--- src/rtl/demux_pkg.sv ---
`default_nettype none
// +--------------------------------------------------------------------------+
// | Module      : demux_pkg                                                  |
// | Description : Shared constants for the 1-to-8 registered demultiplexer:  |
// |               default data width, channel count and select width.        |
// | Revision    : 1.0 - initial release                                      |
// +--------------------------------------------------------------------------+
package demux_pkg;

    localparam int c_width_default = 8;  // default data width per channel
    localparam int c_num_ch        = 8;  // number of output channels
    localparam int c_sel_w         = 3;  // channel select / pointer width

endpackage : demux_pkg
`default_nettype wire

--- src/rtl/dec3t8.sv ---
`default_nettype none
// +--------------------------------------------------------------------------+
// | Module      : dec3t8                                                     |
// | Description : 3-to-8 one-hot decoder with enable. Output is all-zero     |
// |               when disabled, otherwise bit i_sel is set.                 |
// | Ports       : i_en     - decoder enable                                  |
// |               i_sel    - 3-bit index                                     |
// |               o_onehot - 8-bit one-hot result                            |
// | Revision    : 1.0 - initial release                                      |
// +--------------------------------------------------------------------------+
module dec3t8
    import demux_pkg::*;
(
    input  logic                i_en,
    input  logic [c_sel_w-1:0]  i_sel,
    output logic [c_num_ch-1:0] o_onehot
);

    always_comb begin
        o_onehot = '0;
        if (i_en) begin
            o_onehot[i_sel] = 1'b1;
        end
    end

endmodule : dec3t8
`default_nettype wire

--- src/rtl/demux1t8_8_reg.sv ---
`default_nettype none
// +--------------------------------------------------------------------------+
// | Module      : demux1t8_8_reg                                             |
// | Description : Registered 1-to-8 demultiplexer. Each load writes d into   |
// |               one of eight WIDTH-bit channel registers; strobe reports   |
// |               which channel changed on the last edge.                    |
// |               Optional auto-increment mode (macro DEMUX_AUTOINC_EN)      |
// |               walks an internal pointer 0..7 and pulses frame_done after |
// |               channel 7 is written.                                      |
// | Ports       : clk, rst (sync, active-high), load, s, d                   |
// |               auto, ptr    - only with DEMUX_AUTOINC_EN                  |
// |               O0..O7       - registered channel outputs                  |
// |               strobe       - one-hot write indication                    |
// |               frame_done   - end-of-frame pulse (0 without the macro)    |
// | Revision    : 1.0 - initial release                                      |
// +--------------------------------------------------------------------------+
module demux1t8_8_reg
    import demux_pkg::*;
#(
    parameter int WIDTH = c_width_default
)
(
    input  logic                clk,
    input  logic                rst,
    input  logic                load,
    input  logic [c_sel_w-1:0]  s,
    input  logic [WIDTH-1:0]    d,
`ifdef DEMUX_AUTOINC_EN
    input  logic                auto,
    output logic [c_sel_w-1:0]  ptr,
`endif
    output logic [WIDTH-1:0]    O0,
    output logic [WIDTH-1:0]    O1,
    output logic [WIDTH-1:0]    O2,
    output logic [WIDTH-1:0]    O3,
    output logic [WIDTH-1:0]    O4,
    output logic [WIDTH-1:0]    O5,
    output logic [WIDTH-1:0]    O6,
    output logic [WIDTH-1:0]    O7,
    output logic [c_num_ch-1:0] strobe,
    output logic                frame_done
);

    logic [c_sel_w-1:0]  w_target;
    logic [c_num_ch-1:0] w_we;
    logic [c_num_ch-1:0] r_strobe;
    logic [WIDTH-1:0]    r_ch [c_num_ch];

`ifdef DEMUX_AUTOINC_EN
    logic [c_sel_w-1:0] r_ptr;
    logic               r_frame_done;

    assign w_target = auto ? r_ptr : s;

    // Pointer only moves on auto loads; switching modes leaves it in place
    // so the next auto load resumes where the frame left off.
    always_ff @(posedge clk) begin
        if (rst) begin
            r_ptr        <= '0;
            r_frame_done <= 1'b0;
        end else begin
            r_frame_done <= load && auto && (r_ptr == c_sel_w'(c_num_ch - 1));
            if (load && auto) begin
                r_ptr <= r_ptr + c_sel_w'(1);
            end
        end
    end

    assign ptr        = r_ptr;
    assign frame_done = r_frame_done;
`else
    assign w_target   = s;
    assign frame_done = 1'b0;
`endif

    // The decoder output doubles as per-channel write enable and as the
    // next value of strobe.
    dec3t8 u_dec (
        .i_en     (load),
        .i_sel    (w_target),
        .o_onehot (w_we)
    );

    always_ff @(posedge clk) begin
        if (rst) begin
            r_strobe <= '0;
        end else begin
            r_strobe <= w_we;
        end
    end

    generate
        for (genvar gi = 0; gi < c_num_ch; gi++) begin : g_ch
            always_ff @(posedge clk) begin
                if (rst) begin
                    r_ch[gi] <= '0;
                end else if (w_we[gi]) begin
                    r_ch[gi] <= d;
                end
            end
        end
    endgenerate

    assign strobe = r_strobe;
    assign O0     = r_ch[0];
    assign O1     = r_ch[1];
    assign O2     = r_ch[2];
    assign O3     = r_ch[3];
    assign O4     = r_ch[4];
    assign O5     = r_ch[5];
    assign O6     = r_ch[6];
    assign O7     = r_ch[7];

endmodule : demux1t8_8_reg
`default_nettype wire

--- config.mk ---
export PLATFORM = sky130hd
export DESIGN_NAME = demux1t8_8_reg
export DESIGN_NICKNAME = d
export VERILOG_FILES = /design/src/rtl/demux_pkg.sv /design/src/rtl/dec3t8.sv /design/src/rtl/demux1t8_8_reg.sv
export SDC_FILE = /design/constraint.sdc
export NUM_CORES = 1
export LEC_CHECK = 0
export ABC_AREA = 0
export BUFFER_PORTS_ARGS = -buffer_cell sky130_fd_sc_hd__buf_2
export CAP_MARGIN = 20
export CORE_ASPECT_RATIO = 2
export CORE_MARGIN = 3
export CORE_UTILIZATION = 35
export CTS_CLUSTER_SIZE = 14
export DETAILED_ROUTE_END_ITERATION = 16
export SLEW_MARGIN = 20
export SYNTH_ARGS = -nofsm -noshare
export SYNTH_HDL_FRONTEND = slang
export SYNTH_SLANG_ARGS = --single-unit
export TNS_END_PERCENT = 5
--- constraint.sdc ---
create_clock -name clk -period 4.5 [get_ports clk]
set_clock_uncertainty 0.05 [all_clocks]
set_input_delay 0.9 -clock clk [delete_from_list [all_inputs] [get_ports clk]]
set_output_delay 0.9 -clock clk [all_outputs]
set_load 0.005 [all_outputs]
# Word-level counts from Yosys, hierarchy flattened
# Memories as Yosys holds them, arrays and structs flattened.
# Index checks and enable logic that the tools add are counted.
# word_totals
mem_count	1
wordCells	50
inputBits	14
output_inout_bits	73
reg_bits	8
ram_bits	64
# memory_table
name	depth	width	rd	rd_ports_with_merged_regs	wr	line_no	rtl
r_ch	8	8	8	0	8	demux1t8_8_reg.sv:47	logic [WIDTH-1:0] r_ch [c_num_ch];
# classes
n_mux	37
n_reduce_logical	1
bitwise	8
magnitude_cmp	2
# op_table
cell	n
8-bit 2-to-1 mux	9
1-bit 2-to-1 mux	27
1-bit OR	8
3-bit by 4-bit less-than comparator with 1-bit output, second input constant	1
1-bit demux with 3-bit select	1
3-bit by 1-bit >= comparator with 1-bit output, second input constant	1
1-bit logical AND	1

# Longest topological paths before layout
# logic_depth
word_depth	9
ltp_mapped	4
ltp_nobuf	2

# Hierarchy
# From an unflattened synthesis, not the netlist that was laid out.
# hier_totals
cells_unflattened	170
area_unflattened_um2	2889.0
# by_module_without_submodules
mod	instances	area_each_um2	seq_area_each_um2	cells_each
demux1t8_8_reg	1	2793.9	2082.0	162
dec3t8	1	95.1	0.0	8

# Least setup slack after synthesis
# No wires, ideal clock.
# synth_path
kind	input port to flip-flop
startpoint	input port s[2]
endpoint	memory r_ch[0][0] (netlist bit), enable pin
t_arrival_ns	1.914
cell_stages	4
path_buffers	2
required_ns	4.116
path_slack_ns	2.202
setup_ns	0.334
cell_sequence	buf_2 or4b_1 buf_2 nand2b_1
# synth_rtl
element	line_no	rtl
start, declared	demux1t8_8_reg.sv:26	input logic [c_sel_w-1:0] s,
end, declared	demux1t8_8_reg.sv:47	

==> metrics.md <==
| Metric | Value |
|---|---|
| Die height | `128 um` |
| Final setup violation count | `0` |
| Power, Total | `1.48 mW` |
| IO buf count | `85` |
| Final hold slack | `939 ps` |
| FF+latch count, synth | `72` |
| Yosys Warn Count | `0` |
| Crit path to | `r_ch[0][4]` |
| Number of top-level pins | `87` |
| Global routing's busiest layer | `met2` |
| Final nets | `279` |
| Top-area cell type share of the netlist area | `0.734` |
| Relative slew slack | `0.634` |
| Setup crit end kind | `flop` |
| Clock network fraction of design power | `0.408` |
| TritonCTS buffer count | `9` |
| Full die area | `0.00862 mm^2` |
| Worst-Margin Slew | `549 ps` |
| Setup tns final | `0 ps` |
| H-tree levels | `3` |
| Hpwl dp | `4.13 mm` |
| Synthesized instance count | `188` |
| Largest net degree at the start of global routing | `25` |
| Fin. max-slew vios | `0` |
| GR Util met3 | `0.0367` |
| Cells after DPL | `346` |
| Final hold violations | `0` |
| Post-route minimum period | `2140 ps` |
| CP startpoint kind | `primary input` |
| Main area contributors after synthesis | `edfxtp_1 73%, nor2_1 10%, dfxtp_1 6.1%` |
| Drt pass-1 iters | `4` |
| Worst EP required | `4440 ps` |
| P_leak | `1.31 nW` |
| Synthesized area | `0.00262 mm^2` |
| HP Class | `primary input to flop` |
| RSZ-0062 raised after global routing | `false` |
| Layout cell share with drive strength beyond 1 | `0.356` |
| NetSw | `0.308 mW` |
| Core box area | `0.00727 mm^2` |
| Post-CTS setup buffer count | `0` |
| # resized after CTS | `0` |
| Peak supply drop | `0.209 mV` |
| Achievable Freq | `467 MHz` |
| Vias per cell | `4.60` |
| Non-filler cells, final | `362` |
| Max Cap Violations | `0` |
| CTS tree | `done` |
| Initial antenna violation count | `0` |
| Syn-to-layout area delta | `27.1%` |
| Crit Path Class | `primary input to flop` |
| WL/cell | `16.2 um` |
| Chip Width | `67.2 um` |
| Met2 Track Usage GR | `0.249` |
| Avg Cell Area, Syn | `13.9 um^2` |
| Global-route wire length before repair | `8.20 mm` |
| # hold bufs at CTS | `0` |
| Vias in the first global route | `1527` |
| Tcrit/Tclk final | `0.476` |
| GR Overflow Total | `0` |
| Power Density | `444 mW/mm^2` |
| CTS Sinks | `72` |
| ANT cells | `0` |
| Crit path max fanout | `10` |
| Count of cell types in the netlist | `13` |
| Fillers | `684` |
| Clock transition at path regs | `50 ps` |
| Cell Rows | `44` |
| Gr usage total | `0.140` |
| Detailed Route WL | `5.87 mm` |
| Root buffer cell | `clkbuf_16` |
| Drt initial violations | `66` |
| Clk buf depth | `2` |
| Via count | `1665` |
| Register area share after synthesis | `0.795` |
| Starting Density | `0.360` |
| Antenna Nets Post-Route | `0` |
| Sequential Power Share | `0.528` |
| CP arrival | `2080 ps` |
| M1 GR Usage | `0.135` |
| Worst Setup SP | `s[1]` |
| Sw frac | `0.208` |
| Final RePlAce weighted congestion | `0.765` |
| Area leader, netlist | `edfxtp_1` |
| Status | `completed` |
| # DRC | `0` |
| Worst Hold Depth | `2` |
| Logic gate share of total power | `0.064` |
| Syn Nets | `202` |
| Internal Power | `1.17 mW` |
[cell type report]
cell class | instances | area (um^2) | share of cell area
multi-input cells | 97 | 450 | 0.135
flip-flops and latches | 72 | 2080 | 0.625
well taps | 92 | 115 | 0.0346
repair buffers | 85 | 425 | 0.128
clock buffers | 11 | 233 | 0.0699
clock inverters | 5 | 23.8 | 0.00714
[registers in the layout, summed over array words and instances, names as in the netlist]
signal,count
strobe,8
r_ch,64
[power groups by stage]
stage                     sequential [mW]  combinational [mW]  clock, mW
after floorplan                     0.798              0.0366          0
after global placement              0.795              0.0956          0
after detailed placement            0.795              0.0968          0
after CTS                           0.782              0.0968      0.610
after global routing                0.784               0.105      0.634
final                               0.781              0.0946      0.603
[cells in the mapped netlist]
cell type and instances:
nand4bb_1 3, conb_1 1, buf_2 3, or4b_1 1, nand4_1 1, buf_6 1
clkbuf_1 14, nor2_1 72, nand2b_1 16, dfxtp_1 8, nand4b_1 3, buf_4 1
edfxtp_1 64
[metal layers]
layer,vias to the layer above,part of all wire,routed length [um]
met3,13,0.070,412
met2,82,0.54,3190
li1,786,-,-
met5,-,0,0
met1,784,0.35,2070
met4,0,0.034,200
[worst max-delay path, cell delays in order]
cell and delay, ps:
buf_2 140, or4b_1 690, nand2b_1 350
[how the worst min path moves through the flow]
stage	endpoint	startpoint	slack, ps
2_1_floorplan	strobe[0]	strobe[0]	1130
3_3_place_gp	strobe[0]	strobe[0]	1230
3_5_place_dp	strobe[2]	strobe[2]	1230
4_1_cts	strobe[4]	rst	930
5_1_grt	strobe[7]	rst	970
6_report	strobe[4]	rst	940
[layout by cell type (no fill, tap or decap)]
cell type,synthesis,routed
clkbuf_1,14,2
conb_1,1,1
nand2b_1,16,16
or4b_1,1,1
nand4_1,1,1
clkinvlp_4,0,1
nor2_1,72,72
dfxtp_1,8,8
clkbuf_16,0,9
buf_2,3,85
clkinv_1,0,3
nand4b_1,3,3
clkinv_2,0,1
nand4bb_1,3,3
edfxtp_1,64,64
[per-stage QoR]
step	cell area [um^2]	utilization	worst slack [ps]
final	3330	0.458	2360
after global routing	3330	0.458	2310
after CTS	3330	0.458	2390
after detailed placement	3070	0.423	2040
after global placement	3070	0.423	2090
after floorplan	2620	-	2200
[cell families after synthesis]
family / share of synthesized area
buffers and inverters: 0.0330
flip-flops: 0.795
other: 0.00143
AND/OR/NAND/NOR: 0.171
Power figures use the tool's default switching activity.
